`config.mk`:
```
export PLATFORM = sky130hd
export DESIGN_NAME = uart_tx_telemetria
export DESIGN_NICKNAME = d
export VERILOG_FILES = /design/src/rtl/uart_tx_telemetria.sv
export SDC_FILE = /design/constraint.sdc
export NUM_CORES = 1
export LEC_CHECK = 0
export ABC_CLOCK_PERIOD_IN_PS = 3000
export BUFFER_PORTS_ARGS = -buffer_cell sky130_fd_sc_hd__clkbuf_2
export CAP_MARGIN = 10
export CORE_MARGIN = 2
export CORE_UTILIZATION = 60
export DETAILED_ROUTE_END_ITERATION = 7
export PLACE_DENSITY = 0.78
export SYNTH_ARGS = -nofsm -noshare
export SYNTH_HDL_FRONTEND = slang
export SYNTH_HIERARCHICAL = 1
export SYNTH_SLANG_ARGS = --single-unit
```
`constraint.sdc`:
```
create_clock -name clock -period 3 [get_ports clock]
set_input_delay 0.3 -clock clock [delete_from_list [all_inputs] [get_ports clock]]
set_output_delay 0.3 -clock clock [all_outputs]
set_load 0.05 [all_outputs]
```
`src/rtl/uart_tx_telemetria.sv`:
```
// Telemetry UART transmitter: buffers status words in a FIFO and sends each one as SYNC + NBYTES data bytes.
// Pop-to-start-bit is 1 cycle; writes into a full FIFO are dropped and flagged in the sticky overflow output.

module telem_fifo #(
    parameter int W     = 8,
    parameter int DEPTH = 4
) (
    input  logic                     clock,
    input  logic                     reset,
    input  logic                     push_vld,
    input  logic [W-1:0]             push_dat,
    input  logic                     pop_rdy,
    output logic [W-1:0]             head_dat,
    output logic                     full,
    output logic [$clog2(DEPTH):0]   count
);
    localparam int AW = $clog2(DEPTH);

    logic [W-1:0]  mem_q [DEPTH];
    logic [AW-1:0] wr_ptr_q;
    logic [AW-1:0] rd_ptr_q;
    logic [AW:0]   count_q;
    logic          do_push;
    logic          do_pop;

    // A push is refused on full even if a pop happens in the same cycle.
    assign full     = (count_q == (AW+1)'(DEPTH));
    assign do_push  = push_vld & ~full;
    assign do_pop   = pop_rdy & (count_q != '0);
    assign head_dat = mem_q[rd_ptr_q];
    assign count    = count_q;

    always_ff @(posedge clock) begin
        if (reset) begin
            wr_ptr_q <= '0;
            rd_ptr_q <= '0;
            count_q  <= '0;
        end else begin
            if (do_push) wr_ptr_q <= wr_ptr_q + AW'(1);
            if (do_pop)  rd_ptr_q <= rd_ptr_q + AW'(1);
            case ({do_push, do_pop})
                2'b10:   count_q <= count_q + (AW+1)'(1);
                2'b01:   count_q <= count_q - (AW+1)'(1);
                default: count_q <= count_q;
            endcase
        end
    end

    always_ff @(posedge clock) begin
        if (do_push) mem_q[wr_ptr_q] <= push_dat;
    end
endmodule

module uart_tx_telemetria #(
    parameter int         DATA_W     = 14,
    parameter int         FIFO_DEPTH = 4,
    parameter int         BAUD_DIV   = 434,
    parameter int         PARITY     = 0,
    parameter int         STOP_BITS  = 1,
    parameter logic [7:0] SYNC_BYTE  = 8'hA5,
    parameter int         EDGE_MODE  = 1
) (
    input  logic                            clock,
    input  logic                            reset,
    input  logic [DATA_W-1:0]               i_data,
    input  logic                            wr,
    input  logic                            clr_ovf,
    output logic                            s_out,
    output logic                            busy,
    output logic                            fifo_full,
    output logic [$clog2(FIFO_DEPTH):0]     fifo_count,
    output logic                            overflow
);
    localparam int   NBYTES   = (DATA_W + 7) / 8;
    localparam int   WORD_W   = NBYTES * 8;
    localparam int   STOP_LEN = STOP_BITS * BAUD_DIV;
    localparam int   BW       = $clog2(STOP_LEN + 1);
    localparam int   BYW      = $clog2(NBYTES + 1);
    localparam logic PAR_ODD  = (PARITY == 2);

    localparam logic [2:0] S_IDLE  = 3'd0;
    localparam logic [2:0] S_LOAD  = 3'd1;
    localparam logic [2:0] S_START = 3'd2;
    localparam logic [2:0] S_DATA  = 3'd3;
    localparam logic [2:0] S_PAR   = 3'd4;
    localparam logic [2:0] S_STOP  = 3'd5;

    logic [2:0]        state_q, state_d;
    logic [BW-1:0]     baud_q, baud_d;
    logic [2:0]        bit_q, bit_d;
    logic [BYW-1:0]    byte_q, byte_d;
    logic [WORD_W-1:0] word_q, word_d;
    logic [7:0]        sh_q, sh_d;
    logic              so_q, so_d;
    logic              busy_q, busy_d;
    logic              wr_q;
    logic              ovf_q, ovf_d;

    logic              wr_req;
    logic              pop;
    logic [DATA_W-1:0] head_dat;
    logic              full;
    logic              baud_end;

    assign wr_req = (EDGE_MODE != 0) ? (wr & ~wr_q) : wr;
    assign ovf_d  = (wr_req & full) ? 1'b1 : (clr_ovf ? 1'b0 : ovf_q);

    telem_fifo #(
        .W     (DATA_W),
        .DEPTH (FIFO_DEPTH)
    ) u_fifo (
        .clock    (clock),
        .reset    (reset),
        .push_vld (wr_req),
        .push_dat (i_data),
        .pop_rdy  (pop),
        .head_dat (head_dat),
        .full     (full),
        .count    (fifo_count)
    );

    assign baud_end = (baud_q == BW'(BAUD_DIV - 1));

    always_comb begin
        state_d = state_q;
        baud_d  = baud_q + BW'(1);
        bit_d   = bit_q;
        byte_d  = byte_q;
        word_d  = word_q;
        sh_d    = sh_q;
        so_d    = so_q;
        busy_d  = busy_q;
        pop     = 1'b0;
        case (state_q)
            S_IDLE: begin
                baud_d = '0;
                so_d   = 1'b1;
                if (fifo_count != '0) begin
                    pop     = 1'b1;
                    word_d  = WORD_W'(head_dat);
                    busy_d  = 1'b1;
                    state_d = S_LOAD;
                end
            end
            S_LOAD: begin
                sh_d    = SYNC_BYTE;
                byte_d  = '0;
                baud_d  = '0;
                so_d    = 1'b0;
                state_d = S_START;
            end
            S_START: begin
                if (baud_end) begin
                    baud_d  = '0;
                    bit_d   = '0;
                    so_d    = sh_q[0];
                    state_d = S_DATA;
                end
            end
            S_DATA: begin
                if (baud_end) begin
                    baud_d = '0;
                    if (bit_q == 3'd7) begin
                        if (PARITY != 0) begin
                            so_d    = (^sh_q) ^ PAR_ODD;
                            state_d = S_PAR;
                        end else begin
                            so_d    = 1'b1;
                            state_d = S_STOP;
                        end
                    end else begin
                        bit_d = bit_q + 3'd1;
                        so_d  = sh_q[bit_q + 3'd1];
                    end
                end
            end
            S_PAR: begin
                if (baud_end) begin
                    baud_d  = '0;
                    so_d    = 1'b1;
                    state_d = S_STOP;
                end
            end
            S_STOP: begin
                so_d = 1'b1;
                // The last stop bit ends one cycle early so the LOAD cycle overlaps it; back-to-back packets stay gapless.
                if (byte_q == BYW'(NBYTES)) begin
                    if (baud_q == BW'(STOP_LEN - 2)) begin
                        baud_d = '0;
                        if (fifo_count != '0) begin
                            pop     = 1'b1;
                            word_d  = WORD_W'(head_dat);
                            state_d = S_LOAD;
                        end else begin
                            busy_d  = 1'b0;
                            state_d = S_IDLE;
                        end
                    end
                end else if (baud_q == BW'(STOP_LEN - 1)) begin
                    baud_d  = '0;
                    byte_d  = byte_q + BYW'(1);
                    sh_d    = word_q[WORD_W-1 -: 8];
                    word_d  = word_q << 8;
                    so_d    = 1'b0;
                    state_d = S_START;
                end
            end
            default: begin
                so_d    = 1'b1;
                busy_d  = 1'b0;
                state_d = S_IDLE;
            end
        endcase
    end

    always_ff @(posedge clock) begin
        if (reset) begin
            state_q <= S_IDLE;
            baud_q  <= '0;
            bit_q   <= '0;
            byte_q  <= '0;
            word_q  <= '0;
            sh_q    <= '0;
            so_q    <= 1'b1;
            busy_q  <= 1'b0;
            wr_q    <= 1'b0;
            ovf_q   <= 1'b0;
        end else begin
            state_q <= state_d;
            baud_q  <= baud_d;
            bit_q   <= bit_d;
            byte_q  <= byte_d;
            word_q  <= word_d;
            sh_q    <= sh_d;
            so_q    <= so_d;
            busy_q  <= busy_d;
            wr_q    <= wr;
            ovf_q   <= ovf_d;
        end
    end

    assign s_out     = so_q;
    assign busy      = busy_q;
    assign fifo_full = full;
    assign overflow  = ovf_q;
endmodule

```
==> impl.org, run 1 <==
** Status
- The run finished with clean final reports.

** Critical path
- Dominant delay contributor by cell family on the critical path :: simple AND/OR/NAND/NOR gates
- In this design, the stage delay of the slowest critical-path cell is 460 ps.
- CP cell instances :: nand4b_1 -> nor4_2 -> o21bai_1 -> inv_1 -> o31a_1 -> ha_1 -> inv_1 -> fa_1 -> xor2_1 -> or3_1 -> a21oi_1
- The critical path is of the reg2reg type.
- Largest fanout of any net on the critical path :: 7
- The critical path crosses 11 cells after its start point.
- The slowest stage of the critical path is the dfxtp_1 cell.
- Counting stages on the worst path, the most repeated cell is inv_1.
- STA puts the critical path data required time at 3310 ps.
- WP data arrival :: 3070 ps
- STA classifies the critical path startpoint as a register.
- Counting cells, the worst reg-to-reg path comes to 11.
- Reg-to-reg critical path startpoint :: baud_q[4]$_SDFF_PP0_
- In this run the worst setup path begins at baud_q[4]$_SDFF_PP0_.
- Together, buffers and inverters on the worst path number 2.
- Critical path endpoint category :: register

** Place
- At the end of routability-driven placement, the weighted congestion stood at 0.850.
- Input and output buffers added on the ports amount to 24.
- In this run, placement finished with an instance count of 482.
- Detailed placement ended at an HPWL of 5760 um.
- Instance area at placement :: 4950 um^2

** Power and ir drop
- In this run the static leakage power is 1.87 nW.
- Per report_power, the clock group accounts for 20.3% of the total.
- Power spread over the standard cell area amounts to 776 nW/um^2.
- For this design the total switching power over the nets is 0.00136 W.
- Share of total power in sequential cells :: 48.7%
- Peak VDD IR :: 0.429 mV
- The internal portion of the total power is 0.00261 W.
- Net switching is 34.3% of the power.
- Part of the total power dissipated in combinational logic :: 31.0%

** Timing
- After layout, the minimum clock period comes to 2770 ps.
- Final hold vios :: 0
- Tightest slew margin relative to the limit :: 24.7%
- After layout, the worst path uses 92.2% of the clock period.
- RSZ-0062 raised after global routing :: no
- Final Max Tran Viols :: 0
- Clock skew on the completed layout was measured at 11.3 ps.
- Number of failing setup endpoints in the final timing report :: 0
- After routing, the total negative slack on setup checks comes to 0 ps.
- Highest attainable clock frequency :: 0.362 GHz
- For the pin with the worst max-slew slack, the measured transition is 1130 ps.

** Final layout
- Of the cells placed in the final design, the portion with a size suffix greater than 1 is 19.2%.
- After filler insertion, the fill cell instance count of the layout stands at 591.
- Once layout is done, the placed cells without fillers occupy 5120 um^2.
- Most common library cell in the layout ignoring fill and taps :: edfxtp_1
- The repair_antennas step left the layout with diodes totalling 0.
- Relative to the synthesized area, the layout overhead comes to 8.51%.
- At the end of the flow, the number of nets in the layout was 421.
- Number of cells in the finished layout apart from fillers :: 498
- At the end of the flow the core is filled with cells to 66.7%.
- In the layout the commonest cells are edfxtp_1 (56), dfxtp_1 (54), inv_1 (25).

** CTS
- Clock-pin slew on the worst setup and hold paths :: 100 ps
- Root Buffer :: clkbuf_8
- The number of hold buffers added after CTS was 0.
- The longest clock path from root to sink contains 2 buffers.
- Counting the buffers created by CTS gives 9.
- Once the clock tree was built, the resizer swapped 0 gates to a different size.
- CTS tree :: done
- Number of setup buffers added after CTS :: 0
- H-tree levels :: 3
- At the later pin of the worst-skew pair, clock insertion delay measures 370 ps.
- Counting every sink on the clock net gives 110.

** Yosys
- Dividing the synthesized area by the synthesized cell count gives 13.0 um^2.
- Synth Register Bits :: 110
- Leading post-synthesis cells by cell area :: edfxtp_1 (36%), dfxtp_1 (23%), mux4_2 (5.7%)
- The number of nets in the synthesized netlist is 393.
- After synthesis, the netlist uses 60 different library cells.
- Share of synthesized area occupied by flip-flops and latches :: 58.5%
- Yosys mapped a number of flops with a built-in enable equal to 56.
- Counting every instance in the synthesized netlist gives 363.
- The synthesized design spends more area on one cell type than any other, namely edfxtp_1.
- The Yosys step of the flow raised 6 warnings.
- For this run, asynchronously set or reset flops after synthesis account for 0%.
- Share of the synthesized area in the top cell type :: 35.6%
- Mapped cell area :: 4720 um^2
- In the synthesized netlist the dominant register cell turns out to be edfxtp_1.

** Detailed routing
- DR vias/cell :: 5.92
- Total routed wirelength :: 8440 um
- Count of antenna-violating nets left after detailed routing :: 0
- After detailed routing, the number of remaining DRC violations is 0.
- The final route contains 2,948 vias.
- For this run, the detailed router's first-pass iteration total came to 4.
- Number of DRC violations after detailed-routing iteration 0 :: 154
- In the final routed layout, each cell accounts on average for 16.9 um.

** Floorplan
- The floorplan step set the die height to 92.7 um.
- The total area inside the core boundary comes to 7690 um^2.
- Horiz. Die Dim :: 92.7 um
- Die Outline Area :: 8600 um^2
- After floorplanning, the core was divided into 32 placement rows.
- In this run the count of I/O pins placed on the die edge is 25.
- For this configuration, the core starts out at a cell density of 61.4%.

** Global route
- First-pass GRT wire length :: 13,800 um
- Initial antenna violation count :: 0
- Global routing finished with a remaining overflow of 0.
- Entering global routing, the biggest net connects 29 pins.
- Via count of the first global-routing pass :: 2,879
- Global-route usage over all layers :: 21.0%

** Job
- The tool flagged a number of max-cap violations equal to 0.

** Worst hold path
- Number of cells on the worst hold path :: 1
- Hold path startpoint :: i_data[6]
- Hold WC Path Type :: in2reg
==> final timing paths <==
| check | end | slack, ps |
|---|---|---|
| setup / recovery | u_fifo/count[2]$_SDFFE_PP0P_ | 230 |
| hold / removal | u_fifo/mem_q[1][6]$_DFFE_PP_ | 140 |
| setup reg to reg | u_fifo/count[2]$_SDFFE_PP0P_ | 230 |
| hold reg to reg | word_q[14]$_SDFFE_PP0P_ | 480 |
==> power groups by stage <==
stage | Sequential [W] | Combinational (W) | Clock, W
after CTS | 0.00194 | 0.00124 | 0.000818
after detailed placement | 0.00197 | 0.00123 | 0
after global routing | 0.00196 | 0.00136 | 0.000872
after floorplan | 0.00202 | 0.000890 | 0
final | 0.00194 | 0.00124 | 0.000806
after global placement | 0.00197 | 0.00121 | 0
==> logic make-up (layout without fill, tap and decap cells) <==
| logic type | Yosys count | after routing | synth area share, % |
|---|---|---|---|
| AO/OA/AOI/OAI | 71 | 71 | 11.1 |
| multiplexers | 25 | 25 | 9.91 |
| adder cells (fa/ha/maj) | 12 | 12 | 3.34 |
| AND/OR/NAND/NOR | 90 | 90 | 10.7 |
| buffers and inverters | 42 | 75 | 4.08 |
| XOR/XNOR | 13 | 13 | 2.41 |
| flip-flops | 110 | 110 | 58.5 |
==> synthesized netlist by cell type, types with 6 or more instances <==
master,instances
inv_1,25
nor2_1,20
mux2i_1,7
o21ai_0,6
buf_2,6
ha_1,11
dfxtp_1,54
mux4_2,12
nor3_1,12
o221a_2,6
a21oi_1,22
clkbuf_1,7
xor2_1,7
nand2_1,15
edfxtp_1,56
and2_1,6
o32ai_1,8
nor2b_1,7
xnor2_1,6
==> final cells by class <==
class                           instances  area, um^2  share of cell area (%)
Sequential cell                       110        2760                    53.9
Multi-Input combinational cell        211        1770                    34.6
Timing Repair Buffer                   34         195                    3.81
Clock buffer                           10         128                    2.49
Tap cell                              102         128                    2.49
Inverter                               25        93.8                    1.83
Clock inverter                          6        43.8                   0.855
==> flip-flops by register name, indices dropped and copies added (netlist names), named ones only <==
signal,cells
u_fifo/mem_q,56
word_q,16
baud_q,9
sh_q,8
bit_q,3
state_q,3
u_fifo/count,3
byte_q,2
u_fifo/rd_ptr_q,2
u_fifo/wr_ptr_q,2
busy,1
overflow,1
s_out,1
wr_q,1
==> stage by stage <==
stage          total power (W)  hold WS (ps)  setup slack (ps)
3_3_place_gp           0.00318           449               356
5_1_grt                0.00419           138              61.4
2_1_floorplan          0.00291           399               109
6_report               0.00398           145               235
3_5_place_dp           0.00320           461               300
4_1_cts                0.00399           133               251
==> layer usage <==
| layer | vias up | part of all wire (%) | wire [um] | GRT usage, % |
|---|---|---|---|---|
| met4 | 0 | 1.9 | 159 | 8.70 |
| met5 | - | 0 | 0 | 0 |
| met3 | 14 | 2.4 | 204 | 3.66 |
| met1 | 1466 | 46 | 3840 | 27.3 |
| met2 | 45 | 50 | 4230 | 35.3 |
| li1 | 1423 | - | - | - |
Power figures use the tool's default switching activity.
==> run 2: changes to the inputs <==
Settings changed: PLACE_DENSITY 0.78 to 0.81.
==> impl.org, run 2 (same netlist as run 1, synthesis figures left out) <==
** Timing
- Highest attainable clock frequency :: 0.368 GHz (was 0.362 GHz)
- Final Max Tran Viols :: 0 (unchanged)
- Number of failing setup endpoints in the final timing report :: 0 (unchanged)
- The accumulated negative setup slack came to 0 ps (unchanged).
- Tightest slew margin relative to the limit :: 26.7% (was 24.7%)
- Clock tree skew after final layout :: 8.30 ps (was 11.3 ps)
- Min Tclk post-route :: 2720 ps (was 2770 ps)
- The transition time at the pin with the least slew margin came to 1100 ps (was 1130 ps).
- RSZ-0062 raised after global routing: no (unchanged).
- Tcrit/Tclk final :: 90.6% (was 92.2%)
- The final hold violation count came to 0 (unchanged).

** Place
- The placer's final routability congestion estimate was 0.866 (was 0.850).
- Estimated wirelength of the detail-placed design :: 5480 um (was 5760 um)
- IO buf count :: 24 (unchanged)

** Power and ir drop
- The standby leakage power came to 1.86 nW (was 1.87 nW).
- Cell area power density :: 775 nW/um^2 (was 776 nW/um^2)
- The largest vdd supply drop was 0.385 mV (was 0.429 mV).
- Power consumption :: 0.00398 W (about the same)

** CTS
- The maximum number of buffers from clock root to sink came to 2 (unchanged).
- Root Buffer :: clkbuf_8 (unchanged)
- The number of hold buffers added after cts is 0 (unchanged).
- The number of instances resized during post-cts repair came to 0 (unchanged).
- The number of sinks handled by clock tree synthesis is 110 (unchanged).
- Clock-pin slew on the worst setup and hold paths :: 100 ps (about the same)
- TritonCTS Buffers :: 9 (unchanged)
- The TritonCTS clock tree was done (unchanged).
- The H-tree depth reported by CTS is 3 (unchanged).
- The clock insertion delay at the later pin of the skew report was 360 ps (was 370 ps).
- Number of setup buffers added after CTS :: 0 (unchanged)

** Final layout
- The share of final-layout standard cells stronger than drive strength 1 is 19.2% (about the same).
- Area growth syn-to-layout :: 8.66% (was 8.51%)
- The final-stage net count was 420 (was 421).
- The register with the most flip-flops was u_fifo/mem_q (unchanged).
- Most common library cell in the layout ignoring fill and taps :: edfxtp_1 (unchanged)
- Footprint of the flip-flops and latches :: 2760 um^2 (unchanged)
- Fillers :: 591 (unchanged)
- Largest registers ranked by flip-flop count: u_fifo/mem_q (56), word_q (16), baud_q (9) (unchanged).
- Highest-count cells in the layout ignoring fill and taps :: edfxtp_1 (56), dfxtp_1 (54), inv_1 (25) (unchanged)
- Area taken by multi-input logic gates :: 1770 um^2 (unchanged)
- Inserted Diodes :: 0 (unchanged)
- The flip-flop count of the largest register, all copies and words added was 56 (unchanged).

** Global route
- The global routing met2 resource utilization came to 33.9% (was 35.3%).
- Largest net degree at the start of global routing :: 46 (was 29)
- The total global-route track usage came to 20.5% (was 21.0%).
- Via count of the first global-routing pass :: 2,855 (was 2,879)
- Global routing met1 resource utilization :: 27.4% (was 27.3%)
- First-pass GRT wire length :: 13,600 um (was 13,800 um)
- Most used routing layer :: met2 (unchanged)
- The initial antenna violation count is 0 (unchanged).
- The met3 demand-to-capacity share in global routing is 3.34% (was 3.66%).
- Total congestion overflow :: 0 (unchanged)

** Detailed routing
- The antenna violation net count after detailed routing was 0 (unchanged).
- The routed wire length per instance is 16.4 um (was 16.9 um).
- Number of DRC violations after detailed-routing iteration 0 :: 116 (was 154)
- The via count was 2,913 (was 2,948).
- Number of remaining DRC errors :: 0 (unchanged)
- Total routed wirelength :: 8170 um (was 8440 um)
- Detailed Routing Iterations Pass 1 :: 4 (unchanged)
- The mean number of vias per cell was 5.86 (was 5.92).

** Worst hold path
- The endpoint of the worst hold path is u_fifo/mem_q[2][6]$_DFFE_PP_ (was u_fifo/mem_q[1][6]$_DFFE_PP_).
- Hold path startpoint :: i_data[6] (unchanged)
- Number of cells on the worst hold path :: 1 (unchanged)
- Hold WC Path Type :: in2reg (unchanged)

** Critical path
- The critical path class was reg2reg (unchanged).
- Crit start category :: register (unchanged)
- WP data arrival :: 3020 ps (was 3070 ps)
- Largest fanout of any net on the critical path :: 7 (unchanged)
- The beginning of the critical path is baud_q[4]$_SDFF_PP0_ (unchanged).
- The worst flop-to-flop path startpoint is baud_q[4]$_SDFF_PP0_ (unchanged).
- Required @ worst endpoint :: 3300 ps (was 3310 ps)
- Worst setup slack for register-to-register paths :: 280 ps (was 230 ps)
- Cell count of the worst reg-to-reg path :: 11 (unchanged)
- Critical path endpoint category :: register (unchanged)
- The endpoint of the worst-slack reg-to-reg timing path was u_fifo/count[2]$_SDFFE_PP0P_ (unchanged).

** Floorplan
- The die area came to 8600 um^2 (unchanged).
- Initial core utilization :: 61.4% (unchanged)
- Number of primary I/O pins :: 25 (unchanged)
- The x dimension of the die came to 92.7 um (unchanged).
- The chip height came to 92.7 um (unchanged).
- The area of the core is 7690 um^2 (unchanged).
- # rows :: 32 (unchanged)

** Job
- The number of violations of the max-capacitance limit was 0 (unchanged).

** Status
- Run status: finished clean (unchanged).
-- run 2: how the worst max path moves through the flow --
| stage | endpoint | slack, ps | depth (start not counted) |
|---|---|---|---|
| detailed placement | u_fifo/count[2]$_SDFFE_PP0P_ | 320 | 11 |
| floorplan | u_fifo/count[2]$_SDFFE_PP0P_ | 110 | 11 |
| global route | u_fifo/count[2]$_SDFFE_PP0P_ | 60 | 11 |
| finish | u_fifo/count[2]$_SDFFE_PP0P_ | 280 | 11 |
| CTS | u_fifo/count[2]$_SDFFE_PP0P_ | 270 | 11 |
| global placement | u_fifo/count[2]$_SDFFE_PP0P_ | 390 | 11 |
-- run 2: layout make-up --
cell class | count | share of cell area [%]
multi-input cells | 211 | 34.6
well taps | 102 | 2.49
inverters | 25 | 1.83
clock inverters | 6 | 1.15
flip-flops and latches | 110 | 53.8
repair buffers | 33 | 3.66
clock buffers | 10 | 2.49
-- run 2: power breakdown --
| part | switching, W | internal, W |
|---|---|---|
| clock network | 0.000505 | 0.000316 |
| logic | 0.000712 | 0.000501 |
| registers | 0.000147 | 0.00179 |
-- run 2: stage by stage --
| stage | cells | setup slack [ps] | area, um^2 | hold WS, ps | util, % |
|---|---|---|---|---|---|
| global route | 497 | 57.4 | 5130 | 130 | 66.7 |
| finish | 497 | 283 | 5130 | 143 | 66.7 |
| floorplan | 363 | 109 | 4730 | 399 | - |
| CTS | 497 | 274 | 5130 | 131 | 66.7 |
| global placement | 481 | 387 | 4940 | 437 | 64.3 |
| detailed placement | 481 | 320 | 4940 | 445 | 64.3 |
-- run 2: worst max-delay path: stages, from the launching register on --
cell and delay, ps:
dfxtp_1 450, nand4b_1 300, nor4_2 310, o21bai_1 110
inv_1 100, o31a_1 170, ha_1 190, inv_1 60
fa_1 370, xor2_1 160, or3_1 300, a21oi_1 130
-- run 2: per-layer routing --
layer,vias up,routed length [um]
li1,1422,-
met1,1443,3830
met2,41,4030
met3,7,217
met4,0,90
met5,-,0
